## src/rtl/riscv_mc_controller.sv

```systemverilog
// Multicycle RV32I control FSM driving the datapath control bus.
// Latency: 3-5 cycles per instruction with zero-wait memory, +1 per mem_ready wait cycle.
// Backpressure: holds mem_req/adr_src/mem_write until mem_ready; optional bus timeout traps.
module riscv_mc_controller #(
    parameter int MEM_TIMEOUT = 0,
    parameter int CNT_WIDTH   = 32
) (
    input  logic                 clk,
    input  logic                 rst,
    input  logic [6:0]           opcode,
    input  logic [2:0]           funct3,
    input  logic [6:0]           funct7,
    input  logic                 zero_flag,
    input  logic                 mem_ready,
    output logic                 adr_src,
    output logic                 mem_req,
    output logic                 mem_write,
    output logic                 pc_write,
    output logic                 ir_write,
    output logic                 reg_write,
    output logic [1:0]           alu_src_a_sel,
    output logic [1:0]           alu_src_b_sel,
    output logic [2:0]           imm_sel,
    output logic [3:0]           alu_ctrl,
    output logic [2:0]           out_mux_sel,
    output logic                 output_en,
    output logic                 halted,
    output logic                 illegal_instr,
    output logic                 bus_error,
    output logic [CNT_WIDTH-1:0] retired_count
);
    typedef enum logic [3:0] {
        S_FETCH, S_DECODE, S_MEMADR, S_MEMRD, S_MEMWB, S_MEMWR, S_EXEC_R, S_EXEC_I,
        S_ALUWB, S_JALR, S_JAL, S_BRANCH, S_LUI, S_AUIPC, S_HALT, S_TRAP
    } state_t;

    localparam logic [6:0] OP_LOAD = 7'b0000011, OP_STORE = 7'b0100011, OP_R = 7'b0110011,
                           OP_I = 7'b0010011, OP_JAL = 7'b1101111, OP_JALR = 7'b1100111,
                           OP_BR = 7'b1100011, OP_LUI = 7'b0110111, OP_AUIPC = 7'b0010111,
                           OP_SYS = 7'b1110011;
    localparam logic [2:0] IMM_I = 3'd0, IMM_S = 3'd1, IMM_B = 3'd2, IMM_U = 3'd3, IMM_J = 3'd4;
    localparam logic [3:0] ALU_ADD = 4'd0, ALU_SUB = 4'd1, ALU_SLT = 4'd3, ALU_SLTU = 4'd4;

    localparam int WW = (MEM_TIMEOUT > 1) ? $clog2(MEM_TIMEOUT) : 1;
    localparam logic [WW-1:0] WAIT_LAST = WW'((MEM_TIMEOUT > 0) ? MEM_TIMEOUT - 1 : 0);

    state_t         state, next_state;
    logic [WW-1:0]  wait_cnt;
    logic           illegal_q, bus_err_q;
    logic           set_illegal, set_bus_err, retire, timed_out, in_wait;
    logic           adr_src_c, mem_req_c, mem_write_c, pc_write_c, ir_write_c, reg_write_c;
    logic [1:0]     a_sel_c, b_sel_c;
    logic [2:0]     imm_sel_c, out_sel_c;
    logic [3:0]     alu_c;
    logic           oe_c, halted_c;
    logic           unused_funct7;

    assign unused_funct7 = ^{funct7[6], funct7[4:0]};

    // funct7[5] only alters ADD (R-type only) and SRL.
    function automatic logic [3:0] alu_decode(input logic [2:0] f3, input logic alt, input logic is_r);
        logic [3:0] op;
        case (f3)
            3'b000:  op = (alt && is_r) ? ALU_SUB : ALU_ADD;
            3'b001:  op = 4'd2;
            3'b010:  op = ALU_SLT;
            3'b011:  op = ALU_SLTU;
            3'b100:  op = 4'd5;
            3'b101:  op = alt ? 4'd7 : 4'd6;
            3'b110:  op = 4'd8;
            default: op = 4'd9;
        endcase
        return op;
    endfunction

    assign timed_out = (MEM_TIMEOUT != 0) && (wait_cnt == WAIT_LAST);
    assign in_wait   = (state == S_FETCH) || (state == S_MEMRD) || (state == S_MEMWR);

    always_comb begin
        next_state  = state;
        set_illegal = 1'b0;
        set_bus_err = 1'b0;
        retire      = 1'b0;
        adr_src_c   = 1'b0;
        mem_req_c   = 1'b0;
        mem_write_c = 1'b0;
        pc_write_c  = 1'b0;
        ir_write_c  = 1'b0;
        reg_write_c = 1'b0;
        a_sel_c     = 2'd0;
        b_sel_c     = 2'd0;
        imm_sel_c   = IMM_I;
        out_sel_c   = 3'd0;
        alu_c       = ALU_ADD;
        oe_c        = 1'b0;
        halted_c    = 1'b0;
        case (state)
            S_FETCH: begin
                mem_req_c = 1'b1;
                if (mem_ready) begin
                    ir_write_c = 1'b1;
                    pc_write_c = 1'b1;
                    b_sel_c    = 2'd2;
                    next_state = S_DECODE;
                end else if (timed_out) begin
                    set_bus_err = 1'b1;
                    next_state  = S_TRAP;
                end
            end
            S_DECODE: begin
                a_sel_c   = 2'd1;
                b_sel_c   = 2'd1;
                imm_sel_c = (opcode == OP_JAL) ? IMM_J : IMM_B;
                case (opcode)
                    OP_LOAD, OP_STORE: next_state = S_MEMADR;
                    OP_R:              next_state = S_EXEC_R;
                    OP_I:              next_state = S_EXEC_I;
                    OP_JAL:            next_state = S_JAL;
                    OP_JALR:           next_state = S_JALR;
                    OP_BR:             next_state = S_BRANCH;
                    OP_LUI:            next_state = S_LUI;
                    OP_AUIPC:          next_state = S_AUIPC;
                    OP_SYS:            next_state = S_HALT;
                    default: begin
                        set_illegal = 1'b1;
                        next_state  = S_TRAP;
                    end
                endcase
            end
            S_MEMADR: begin
                a_sel_c    = 2'd2;
                b_sel_c    = 2'd1;
                imm_sel_c  = (opcode == OP_STORE) ? IMM_S : IMM_I;
                next_state = (opcode == OP_STORE) ? S_MEMWR : S_MEMRD;
            end
            S_MEMRD: begin
                adr_src_c = 1'b1;
                mem_req_c = 1'b1;
                if (mem_ready) begin
                    next_state = S_MEMWB;
                end else if (timed_out) begin
                    set_bus_err = 1'b1;
                    next_state  = S_TRAP;
                end
            end
            S_MEMWB: begin
                reg_write_c = 1'b1;
                out_sel_c   = 3'd2;
                retire      = 1'b1;
                next_state  = S_FETCH;
            end
            S_MEMWR: begin
                adr_src_c   = 1'b1;
                mem_req_c   = 1'b1;
                mem_write_c = 1'b1;
                if (mem_ready) begin
                    retire     = 1'b1;
                    next_state = S_FETCH;
                end else if (timed_out) begin
                    set_bus_err = 1'b1;
                    next_state  = S_TRAP;
                end
            end
            S_EXEC_R: begin
                a_sel_c    = 2'd2;
                alu_c      = alu_decode(funct3, funct7[5], 1'b1);
                next_state = S_ALUWB;
            end
            S_EXEC_I: begin
                a_sel_c    = 2'd2;
                b_sel_c    = 2'd1;
                alu_c      = alu_decode(funct3, funct7[5], 1'b0);
                next_state = S_ALUWB;
            end
            S_ALUWB: begin
                reg_write_c = 1'b1;
                out_sel_c   = 3'd1;
                retire      = 1'b1;
                next_state  = S_FETCH;
            end
            S_JALR: begin
                a_sel_c    = 2'd2;
                b_sel_c    = 2'd1;
                next_state = S_JAL;
            end
            // Target already sits in ALUOut; the ALU now forms the link value.
            S_JAL: begin
                pc_write_c = 1'b1;
                out_sel_c  = 3'd1;
                a_sel_c    = 2'd1;
                b_sel_c    = 2'd2;
                next_state = S_ALUWB;
            end
            S_BRANCH: begin
                a_sel_c   = 2'd2;
                out_sel_c = 3'd1;
                case (funct3[2:1])
                    2'b10:   alu_c = ALU_SLT;
                    2'b11:   alu_c = ALU_SLTU;
                    default: alu_c = ALU_SUB;
                endcase
                case (funct3)
                    3'b000, 3'b101, 3'b111: pc_write_c = zero_flag;
                    3'b001, 3'b100, 3'b110: pc_write_c = ~zero_flag;
                    default:                pc_write_c = 1'b0;
                endcase
                retire     = 1'b1;
                next_state = S_FETCH;
            end
            S_LUI: begin
                a_sel_c    = 2'd3;
                b_sel_c    = 2'd1;
                imm_sel_c  = IMM_U;
                next_state = S_ALUWB;
            end
            S_AUIPC: begin
                a_sel_c    = 2'd1;
                b_sel_c    = 2'd1;
                imm_sel_c  = IMM_U;
                next_state = S_ALUWB;
            end
            S_HALT: begin
                halted_c = 1'b1;
                oe_c     = 1'b1;
            end
            S_TRAP: next_state = S_TRAP;
            default: next_state = S_FETCH;
        endcase
    end

    always_ff @(posedge clk or negedge rst) begin
        if (!rst) begin
            state         <= S_FETCH;
            wait_cnt      <= '0;
            illegal_q     <= 1'b0;
            bus_err_q     <= 1'b0;
            retired_count <= '0;
        end else begin
            state <= next_state;
            if (next_state != state)
                wait_cnt <= '0;
            else if (in_wait)
                wait_cnt <= wait_cnt + 1'b1;
            if (set_illegal)
                illegal_q <= 1'b1;
            if (set_bus_err)
                bus_err_q <= 1'b1;
            if (retire)
                retired_count <= retired_count + 1'b1;
        end
    end

    // Reset must silence the bus immediately, even though the state register sits in FETCH.
    assign adr_src       = rst & adr_src_c;
    assign mem_req       = rst & mem_req_c;
    assign mem_write     = rst & mem_write_c;
    assign pc_write      = rst & pc_write_c;
    assign ir_write      = rst & ir_write_c;
    assign reg_write     = rst & reg_write_c;
    assign alu_src_a_sel = rst ? a_sel_c : 2'd0;
    assign alu_src_b_sel = rst ? b_sel_c : 2'd0;
    assign imm_sel       = rst ? imm_sel_c : 3'd0;
    assign alu_ctrl      = rst ? alu_c : 4'd0;
    assign out_mux_sel   = rst ? out_sel_c : 3'd0;
    assign output_en     = rst & oe_c;
    assign halted        = rst & halted_c;
    assign illegal_instr = illegal_q;
    assign bus_error     = bus_err_q;
endmodule

```

## config.mk

```make
export PLATFORM = sky130hd
export DESIGN_NAME = riscv_mc_controller
export DESIGN_NICKNAME = d
export VERILOG_FILES = /design/src/rtl/riscv_mc_controller.sv
export SDC_FILE = /design/constraint.sdc
export NUM_CORES = 1
export LEC_CHECK = 0
export BUFFER_PORTS_ARGS = -buffer_cell sky130_fd_sc_hd__buf_2
export CAP_MARGIN = 25
export CORE_MARGIN = 10
export CORE_UTILIZATION = 55
export DETAILED_ROUTE_END_ITERATION = 8
export PLACE_DENSITY = 0.84
export SETUP_SLACK_MARGIN = 0.1
export SLEW_MARGIN = 20
export SYNTH_ARGS = -nofsm -noshare
export SYNTH_HDL_FRONTEND = slang
export SYNTH_SLANG_ARGS = --single-unit
```

## constraint.sdc

```tcl
create_clock -name clk -period 4.2 [get_ports clk]
set_input_delay 0.21 -clock clk [delete_from_list [all_inputs] [get_ports clk]]
set_output_delay 0.21 -clock clk [all_outputs]
set_load 0.005 [all_outputs]
```

==> results of run 1 <==
==> cells in the mapped netlist, types with 3 or more instances <==
library cell,instances
inv_1,6
mux2i_1,5
nand2b_1,7
a21oi_1,11
clkbuf_1,6
nor4_2,9
nand4_1,3
dfrtp_1,37
nor2_1,16
o21ai_0,6
nor4_1,3
nor4b_2,3
nand2_1,26
nand3_1,9
buf_4,4
and4_1,8
nor3_1,17
and2_1,5
buf_2,6
nor2b_1,5
nor4b_1,3
xor2_1,31
==> registers in the layout, summed over array words and instances, names as in the netlist <==
signal and count:
state 4, retired_count 32, illegal_instr 1
==> kinds of logic (layout without fill, tap and decap cells) <==
family | Yosys count | count (layout) | synth area share, %
AOI/OAI and AO/OA | 39 | 39 | 10.6
other | 1 | 2 | 0.145
and+or+nand+nor | 129 | 129 | 33.1
buffers and inverters | 28 | 85 | 5.84
xor gates and xnor gates | 34 | 34 | 11.8
adders and majority gates | 1 | 1 | 0.483
muxes | 6 | 6 | 2.37
DFF | 37 | 37 | 35.7
==> metal layers <==
layer / up-vias / track usage [%] / part of all wire, %
li1: 1096 / - / -
met1: 1094 / 19.7 / 43
met2: 53 / 25.5 / 50
met3: 6 / 5.06 / 6.6
met4: 0 / 4.26 / 0.54
met5: - / 0 / 0
==> power by group through the flow <==
stage	sequential (W)	combinational, W	clock (W)
after floorplan	0.000450	0.000559	0
after CTS	0.000532	0.000601	0.000317
after detailed placement	0.000540	0.000596	0
after global routing	0.000551	0.000672	0.000332
final	0.000534	0.000595	0.000313
after global placement	0.000538	0.000580	0
==> critical path: cells and delay by family <==
kind,cells,cell delay [ns]
buffers and inverters,5,1.53
and+or+nand+nor,1,0.33
==> final timing paths <==
check                                   from                 to
hold reg to reg            retired_count[31]  retired_count[31]
min in group asynchronous                rst  retired_count[11]
setup / recovery                         rst         imm_sel[2]
setup reg to reg                    state[3]   retired_count[1]
hold / removal                     opcode[4]      illegal_instr
max in group asynchronous                rst  retired_count[18]
==> repair_timing <==
action / CTS / global route
setup buffers: 0 / 0
hold buffers: 1 / 0
endpoints found under the hold margin: 37 / 0
==> stage by stage <==
| step | area, um2 | worst slack [ns] | util, % | hold WS, ns | power (W) |
|---|---|---|---|---|---|
| 3_3_place_gp | 2890 | 2.08 | 64.9 | 0.298 | 0.00112 |
| 6_report | 3010 | 1.91 | 67.8 | 0.281 | 0.00144 |
| 5_1_grt | 3010 | 1.66 | 67.8 | 0.290 | 0.00155 |
| 4_1_cts | 3010 | 1.84 | 67.8 | 0.277 | 0.00145 |
| 2_1_floorplan | 2590 | 2.54 | - | -0.0856 | 0.00101 |
| 3_5_place_dp | 2890 | 2.05 | 64.9 | 0.298 | 0.00114 |
==> cell type report <==
class                      instances  area [um2]
timing repair buffer              71         365
fill                             368        1430
multi-input combinational        211        1520
clock inverter                     3        46.3
clock buffer                       5        68.8
tap                               52        65.1
sequential                        37         926
inverter                           6        22.5
==> results.sh, run 1 <==
export IMPL_status="complete, no violations"
export IMPL_hp_class="primary input to flop"
export IMPL_synth_edf_count=0
export IMPL_reg2reg_depth=4
export IMPL_fp_coreArea_um2=4440
export IMPL_p_sw_w=0.000613
export IMPL_antenna_found_initial=0
export IMPL_worstMarginPinSlew_ns=0.649
export IMPL_power_density_nw_per_um2=479
export IMPL_netlist_area_um2=2590
export IMPL_fmax_mhz=436
export IMPL_placedCellCount=376
export IMPL_start_kind="primary input"
export IMPL_p_leak_nw=1.56
export IMPL_first_iter_violations=95
export IMPL_slew_headroom_pct=56.7
export IMPL_pin_count=77
export IMPL_avgSynthCellArea_um2=9.42
export IMPL_ctsLongestPathBuffers=2
export IMPL_p_int_w=0.000829
export IMPL_root_buffer="clkbuf_8"
export IMPL_drcViolationCount=0
export IMPL_die_y_um=88.6
export IMPL_ant_nets=0
export IMPL_cts_resized=0
export IMPL_cts_made_buffers=5
export IMPL_final_common_cell="buf_2"
export IMPL_num_vias=2249
export IMPL_hold_path_depth=3
export IMPL_setup_violations=0
export IMPL_synth_area_leader_cell="dfrtp_1"
export IMPL_ir_drop_mv=0.331
export IMPL_yosysSeqAreaShare_pct=35.7
export IMPL_crit_arrival_ns=2.08
export IMPL_yosys_top_cells_area="dfrtp_1 36%, xor2_1 10%, nor4_2 4.3%"
export IMPL_yosysTopAreaCellShare_pct=35.7
export IMPL_ys_async_sr_fraction_pct=100
export IMPL_syn_to_final_growth_pct=16.2
export IMPL_place_hpwl_um=4470
export IMPL_design_die_area_um2=7860
export IMPL_io_buffers=68
export IMPL_cap_violations=0
export IMPL_synth_cell_types=57
export IMPL_worstPathCellList="dlygate4sd3_1 > buf_2 > buf_4 > inv_1 > nor4_1 > buf_2"
export IMPL_wl_um=6130
export IMPL_die_w_um=88.6
export IMPL_grt_max_degree=42
export IMPL_drtPass1Iterations=4
export IMPL_fin_worst_skew_ns=0.0124
export IMPL_grtUsageTotal_pct=15.8
export IMPL_netlist_instances=275
export IMPL_diodes=0
export IMPL_pwr_share_clk_pct=21.7
export IMPL_grt_pass1_wl_um=10000
export IMPL_fin_crit_ns=2.29
export IMPL_clk_latency_ns=0.30
export IMPL_pwr_share_comb_pct=41.3
export IMPL_end_kind="output port"
export IMPL_finalNetCount=354
export IMPL_seq_power_share_pct=37.0
export IMPL_gp_congestion=0.817
export IMPL_ys_warn_count=0
export IMPL_p_sw_share_pct=42.5
export IMPL_max_stage_delay_ns=0.51
export IMPL_hold_viol_final=0
export IMPL_vias_per_cell=5.84
export IMPL_r2r_slack_ns=2.03
export IMPL_crit_path_top_delay_cell="dlygate4sd3_1"
export IMPL_crit_required_ns=3.99
export IMPL_start_util_pct=58.3
export IMPL_rows=24
export IMPL_slew_viol_final=0
export IMPL_fin_tns_setup_ns=0
export IMPL_synth_top_flop_cell="dfrtp_1"
export IMPL_grt_overflow=0
export IMPL_grt_pass1_vias=2096
export IMPL_critPathKind="primary input to output port"
export IMPL_finalCritPeriodShare_pct=54.6
export IMPL_layout_common_cells="68 x buf_2, 37 x dfrtp_1, 31 x xor2_1"
export IMPL_htree_num_levels=2
export IMPL_crit_fanout=41
export IMPL_cp_common_cell="buf_2"
export IMPL_drive_above_1_share_pct=30.3
export IMPL_rsz0062_at_grt="no"
export IMPL_clk_pin_slew_ns=0.07
export IMPL_ys_ff_latch=37
export IMPL_routedWlPerCell_um=15.9
export IMPL_cts_tree="done"
export IMPL_cts_sinks=37
export IMPL_final_cells=385
Note: power is estimated with default switching activity, not from simulation.
==> inputs of run 2 (changes only) <==
CORE_UTILIZATION = 52   (was 55)
PLACE_DENSITY = 0.8   (was 0.84)
clock period = 2.2 ns   (was 4.2 ns; I/O delays follow)
==> results.sh, run 2 (synthesized netlist as in run 1, its figures left out) <==
export IMPL_status="complete, no violations"
export IMPL_power_density_nw_per_um2=897
export IMPL_die_w_um=90.6
export IMPL_crit_arrival_ns=1.78
export IMPL_routedWlPerCell_um=15.2
export IMPL_fin_crit_ns=1.89
export IMPL_hold_viol_final=0
export IMPL_fin_tns_setup_ns=0
export IMPL_layout_common_cells="68 x buf_2, 37 x dfrtp_1, 31 x xor2_1"
export IMPL_utilization_pct=63.7
export IMPL_ctsLongestPathBuffers=2
export IMPL_cts_made_buffers=5
export IMPL_critPathKind="flop to output port"
export IMPL_drcViolationCount=0
export IMPL_regMostFlops="retired_count"
export IMPL_grtUsageTotal_pct=14.9
export IMPL_setup_violations=0
export IMPL_diodes=0
export IMPL_rows=25
export IMPL_start_util_pct=54.1
export IMPL_drtPass1Iterations=4
export IMPL_pin_count=77
export IMPL_clk_pin_slew_ns=0.07
export IMPL_cts_tree="done"
export IMPL_ant_nets=0
export IMPL_clk_latency_ns=0.28
export IMPL_finalCritPeriodShare_pct=85.9
export IMPL_wl_um=6150
export IMPL_rsz0062_at_grt="no"
export IMPL_grt_pass1_wl_um=10600
export IMPL_ir_drop_mv=0.548
export IMPL_io_buffers=68
export IMPL_crit_required_ns=2.09
export IMPL_end_kind="output port"
export IMPL_design_die_area_um2=8210
export IMPL_finalNetCount=359
export IMPL_first_iter_violations=118
export IMPL_htree_num_levels=2
export IMPL_final_common_cell="buf_2"
export IMPL_largest_register_ff_count=32
export IMPL_vias_per_cell=5.62
export IMPL_die_y_um=90.6
export IMPL_fp_coreArea_um2=4790
export IMPL_root_buffer="clkbuf_8"
export IMPL_holdWs_ns=0.206
export IMPL_syn_to_final_growth_pct=17.6
export IMPL_num_vias=2278
export IMPL_gp_congestion=0.848
export IMPL_grt_max_degree=33
export IMPL_cts_setup_buffers=0
export IMPL_grt_overflow=0
export IMPL_hp_class="primary input to flop"
export IMPL_place_hpwl_um=4700
export IMPL_crit_fanout=15
export IMPL_start_kind="flop"
export IMPL_fmax_mhz=529
export IMPL_cap_violations=0
export IMPL_fin_worst_skew_ns=0.00416
export IMPL_drive_above_1_share_pct=30.8
export IMPL_finalPower_w=0.00273
export IMPL_cts_sinks=37
export IMPL_slew_viol_final=0
export IMPL_p_leak_nw=1.57
export IMPL_antenna_found_initial=0
export IMPL_grt_pass1_vias=2262
## run 2: cell types whose count changed in the layout (fill, tap and decap cells not counted)
| cell | change |
|---|---|
| buf_12 | +1 |
| clkinvlp_4 | -1 |
| buf_4 | +4 |
| nor2_1 | -1 |
| nor2_2 | +1 |
| clkinv_4 | -1 |
| bufinv_16 | -1 |
| clkbuf_1 | +3 |
## run 2: worst paths after layout
| check | startpoint | endpoint | slack (ns) | depth (start not counted) |
|---|---|---|---|---|
| setup / recovery | state[2] | alu_src_a_sel[1] | 0.31 | 6 |
| hold / removal | opcode[4] | illegal_instr | 0.21 | 3 |
| setup reg to reg | state[0] | retired_count[8] | 0.46 | 5 |
| hold reg to reg | retired_count[31] | retired_count[31] | 0.46 | 1 |
| max in group asynchronous | rst | retired_count[31] | 1.31 | 3 |
| min in group asynchronous | rst | state[1] | 0.22 | 2 |
## run 2: final cells by class
cell class / count / area (um2)
Sequential cell: 37 / 926
Tap cell: 67 / 83.8
Clock buffer: 8 / 80.1
Fill cell: 427 / 1740
Inverter: 6 / 22.5
Timing Repair Buffer: 76 / 415
Multi-Input combinational cell: 211 / 1520
## run 2: metal layers
layer / vias up / share of wire (%) / GRT usage (%)
li1: 1105 / - / -
met1: 1104 / 44 / 18.3
met2: 62 / 49 / 24.6
met3: 7 / 5.5 / 3.82
met4: 0 / 1.0 / 5.57
met5: - / 0 / 0
## run 2: per-stage QoR
step / area (um2) / setup slack (ns) / std cells
after detailed placement: 2960 / 0.479 / 396
after global placement: 2960 / 0.522 / 396
final: 3050 / 0.311 / 405
after global routing: 3050 / 0.134 / 405
after floorplan: 2590 / 0.536 / 276
after CTS: 3050 / 0.257 / 405
## run 2: critical path: stages (launching register included)
cell and delay [ns]:
dfrtp_1 0.45, buf_4 0.26, and2_1 0.19, nand2_1 0.12, a21o_1 0.20, a31oi_1 0.15
buf_2 0.14
## run 2: power by group
group	leakage, nW	switching (W)	internal (W)
Clock	0.0395	0.000218	0.000225
Combinational	1.04	0.000812	0.000574
Sequential	0.498	0.000135	0.000770
Total	1.57	0.00117	0.00157
## run 2: repair_timing
| action | in CTS | in global routing |
|---|---|---|
| hold endpoints to repair | 5 | 0 |
| setup endpoints to repair | 0 | 1 |
| hold buffers | 1 | 0 |
| gates resized for setup | 0 | 1 |
==> inputs of run 3 (changes only) <==
BUFFER_PORTS_ARGS = -buffer_cell sky130_fd_sc_hd__buf_4   (was -buffer_cell sky130_fd_sc_hd__buf_2)
CORE_UTILIZATION = 45   (was 52)
PLACE_DENSITY = 0.71   (was 0.8)
==> results.sh, run 3 (synthesized netlist as in run 1, its figures left out) <==
export IMPL_status="complete, no violations"
export IMPL_syn_to_final_growth_pct=24.4
export IMPL_root_buffer="clkbuf_8"
export IMPL_clk_latency_ns=0.29
export IMPL_grt_pass1_wl_um=11000
export IMPL_crit_required_ns=2.09
export IMPL_nFillCells=530
export IMPL_ant_nets=0
export IMPL_drcViolationCount=0
export IMPL_layout_common_cells="73 x buf_4, 37 x dfrtp_1, 31 x xor2_1"
export IMPL_ir_drop_mv=0.717
export IMPL_regMostFlops="retired_count"
export IMPL_hold_viol_final=0
export IMPL_gp_congestion=0.802
export IMPL_io_buffers=68
export IMPL_reg2reg_from="retired_count[3]"
export IMPL_max_stage_delay_ns=0.44
export IMPL_hp_class="primary input to flop"
export IMPL_crit_family="flip-flops"
export IMPL_grt_max_degree=33
export IMPL_finalNetCount=358
export IMPL_antenna_found_initial=0
export IMPL_worstPathCellList="buf_4 > nor2b_1 > nand3_1 > o32a_1 > nor2_1 > buf_4"
export IMPL_wl_um=6370
export IMPL_setup_violations=0
export IMPL_utilization_pct=58.2
export IMPL_cts_tree="done"
export IMPL_routedWlPerCell_um=15.6
export IMPL_grt_overflow=0
export IMPL_die_w_um=95.9
export IMPL_num_vias=2258
export IMPL_ctsLongestPathBuffers=2
export IMPL_rsz0062_at_grt="yes"
export IMPL_cap_violations=0
export IMPL_start_kind="flop"
export IMPL_place_hpwl_um=4830
export IMPL_fin_tns_setup_ns=0
export IMPL_grtUsageTotal_pct=14.4
export IMPL_finalCritPeriodShare_pct=88.3
export IMPL_fin_crit_ns=1.94
export IMPL_end_kind="output port"
export IMPL_min_from="opcode[4]"
export IMPL_cts_made_buffers=5
export IMPL_power_density_nw_per_um2=872
export IMPL_r2r_slack_ns=0.50
export IMPL_largest_register_ff_count=32
export IMPL_hold_path_depth=3
export IMPL_rr_endpoint="retired_count[31]"
export IMPL_rows=27
export IMPL_fp_coreArea_um2=5540
export IMPL_design_die_area_um2=9190
export IMPL_vias_per_cell=5.52
export IMPL_pin_count=77
export IMPL_slew_viol_final=0
export IMPL_critPathKind="flop to output port"
export IMPL_crit_path_top_delay_cell="dfrtp_1"
export IMPL_clk_pin_slew_ns=0.06
export IMPL_cp_num_buf_inv=2
export IMPL_htree_num_levels=2
export IMPL_diodes=0
export IMPL_final_common_cell="buf_4"
export IMPL_fin_worst_skew_ns=0.0128
export IMPL_drive_above_1_share_pct=31.5
export IMPL_reg2reg_depth=4
export IMPL_timing_final_ws_setup_ns=0.257
export IMPL_holdPathEnd="illegal_instr"
export IMPL_first_iter_violations=100
export IMPL_die_y_um=95.9
export IMPL_crit_fanout=18
export IMPL_grt_pass1_vias=2202
export IMPL_start_util_pct=46.8
export IMPL_p_leak_nw=1.59
export IMPL_cts_sinks=37
export IMPL_fmax_mhz=515
export IMPL_finalPower_w=0.00281
export IMPL_crit_arrival_ns=1.83
export IMPL_drtPass1Iterations=4
export IMPL_cp_common_cell="buf_4"
export IMPL_cts_setup_buffers=0
export IMPL_dp_slack_ns=0.488
==> run 3: changes by cell type in the layout (fill, tap and decap cells not counted) <==
cell / delta
buf_4: +67
clkbuf_1: -2
clkinv_2: +2
nor3_1: -1
buf_2: -68
nor3_2: +1
==> run 3: metrics by stage <==
stage          hold slack, ns  area, um2  cells
5_1_grt                 0.192       3220    409
3_3_place_gp          0.00390       3120    400
6_report                0.199       3220    409
3_5_place_dp          0.00441       3120    400
4_1_cts                 0.194       3220    409
2_1_floorplan          -0.186       2590    276
==> run 3: worst max-delay path by stage <==
stage | start | endpoint | slack [ns] | cells past startpoint
4_1_cts | state[3] | imm_sel[2] | 0.22 | 5
3_5_place_dp | retired_count[3] | retired_count[31] | 0.49 | 4
2_1_floorplan | state[2] | retired_count[1] | 0.54 | 5
5_1_grt | state[3] | alu_ctrl[1] | 0.1 | 6
3_3_place_gp | state[0] | retired_count[6] | 0.50 | 5
6_report | state[3] | alu_ctrl[1] | 0.26 | 6
==> run 3: repair_timing <==
item / CTS / global route
endpoints found under the hold margin: 16 / 0
setup endpoints to repair: 0 / 2
hold buffers: 1 / 0
resized for setup: 0 / 2
==> run 3: worst reg2reg max path: cells and delay by family, from the launching register on <==
family | cells | cell delay (ns)
and+or+nand+nor | 3 | 1.00
xor gates and xnor gates | 1 | 0.18
DFF | 1 | 0.45
==> run 3: routing by layer <==
| metal | GRT usage [%] | up-vias | wire [um] |
|---|---|---|---|
| li1 | - | 1101 | - |
| met5 | 0 | - | 0 |
| met4 | 3.81 | 0 | 57 |
| met1 | 18.3 | 1102 | 2710 |
| met3 | 3.66 | 4 | 322 |
| met2 | 23.9 | 51 | 3280 |
==> run 3: where the power goes <==
| group | leakage [nW] | internal, W | switching, W |
|---|---|---|---|
| combinational | 1.05 | 0.000637 | 0.000807 |
| sequential | 0.498 | 0.000770 | 0.000138 |
| clock | 0.0450 | 0.000220 | 0.000240 |
| total | 1.59 | 0.00163 | 0.00119 |
==> run 3: final cells by class <==
class | count | area [um2] | share of cell area (%)
clock buffers | 6 | 72.6 | 2.25
clock inverters | 2 | 10.0 | 0.310
inverters | 6 | 22.5 | 0.698
multi-input cells | 211 | 1530 | 47.3
flip-flops and latches | 37 | 926 | 28.7
well taps | 72 | 90.1 | 2.79
repair buffers | 75 | 578 | 17.9
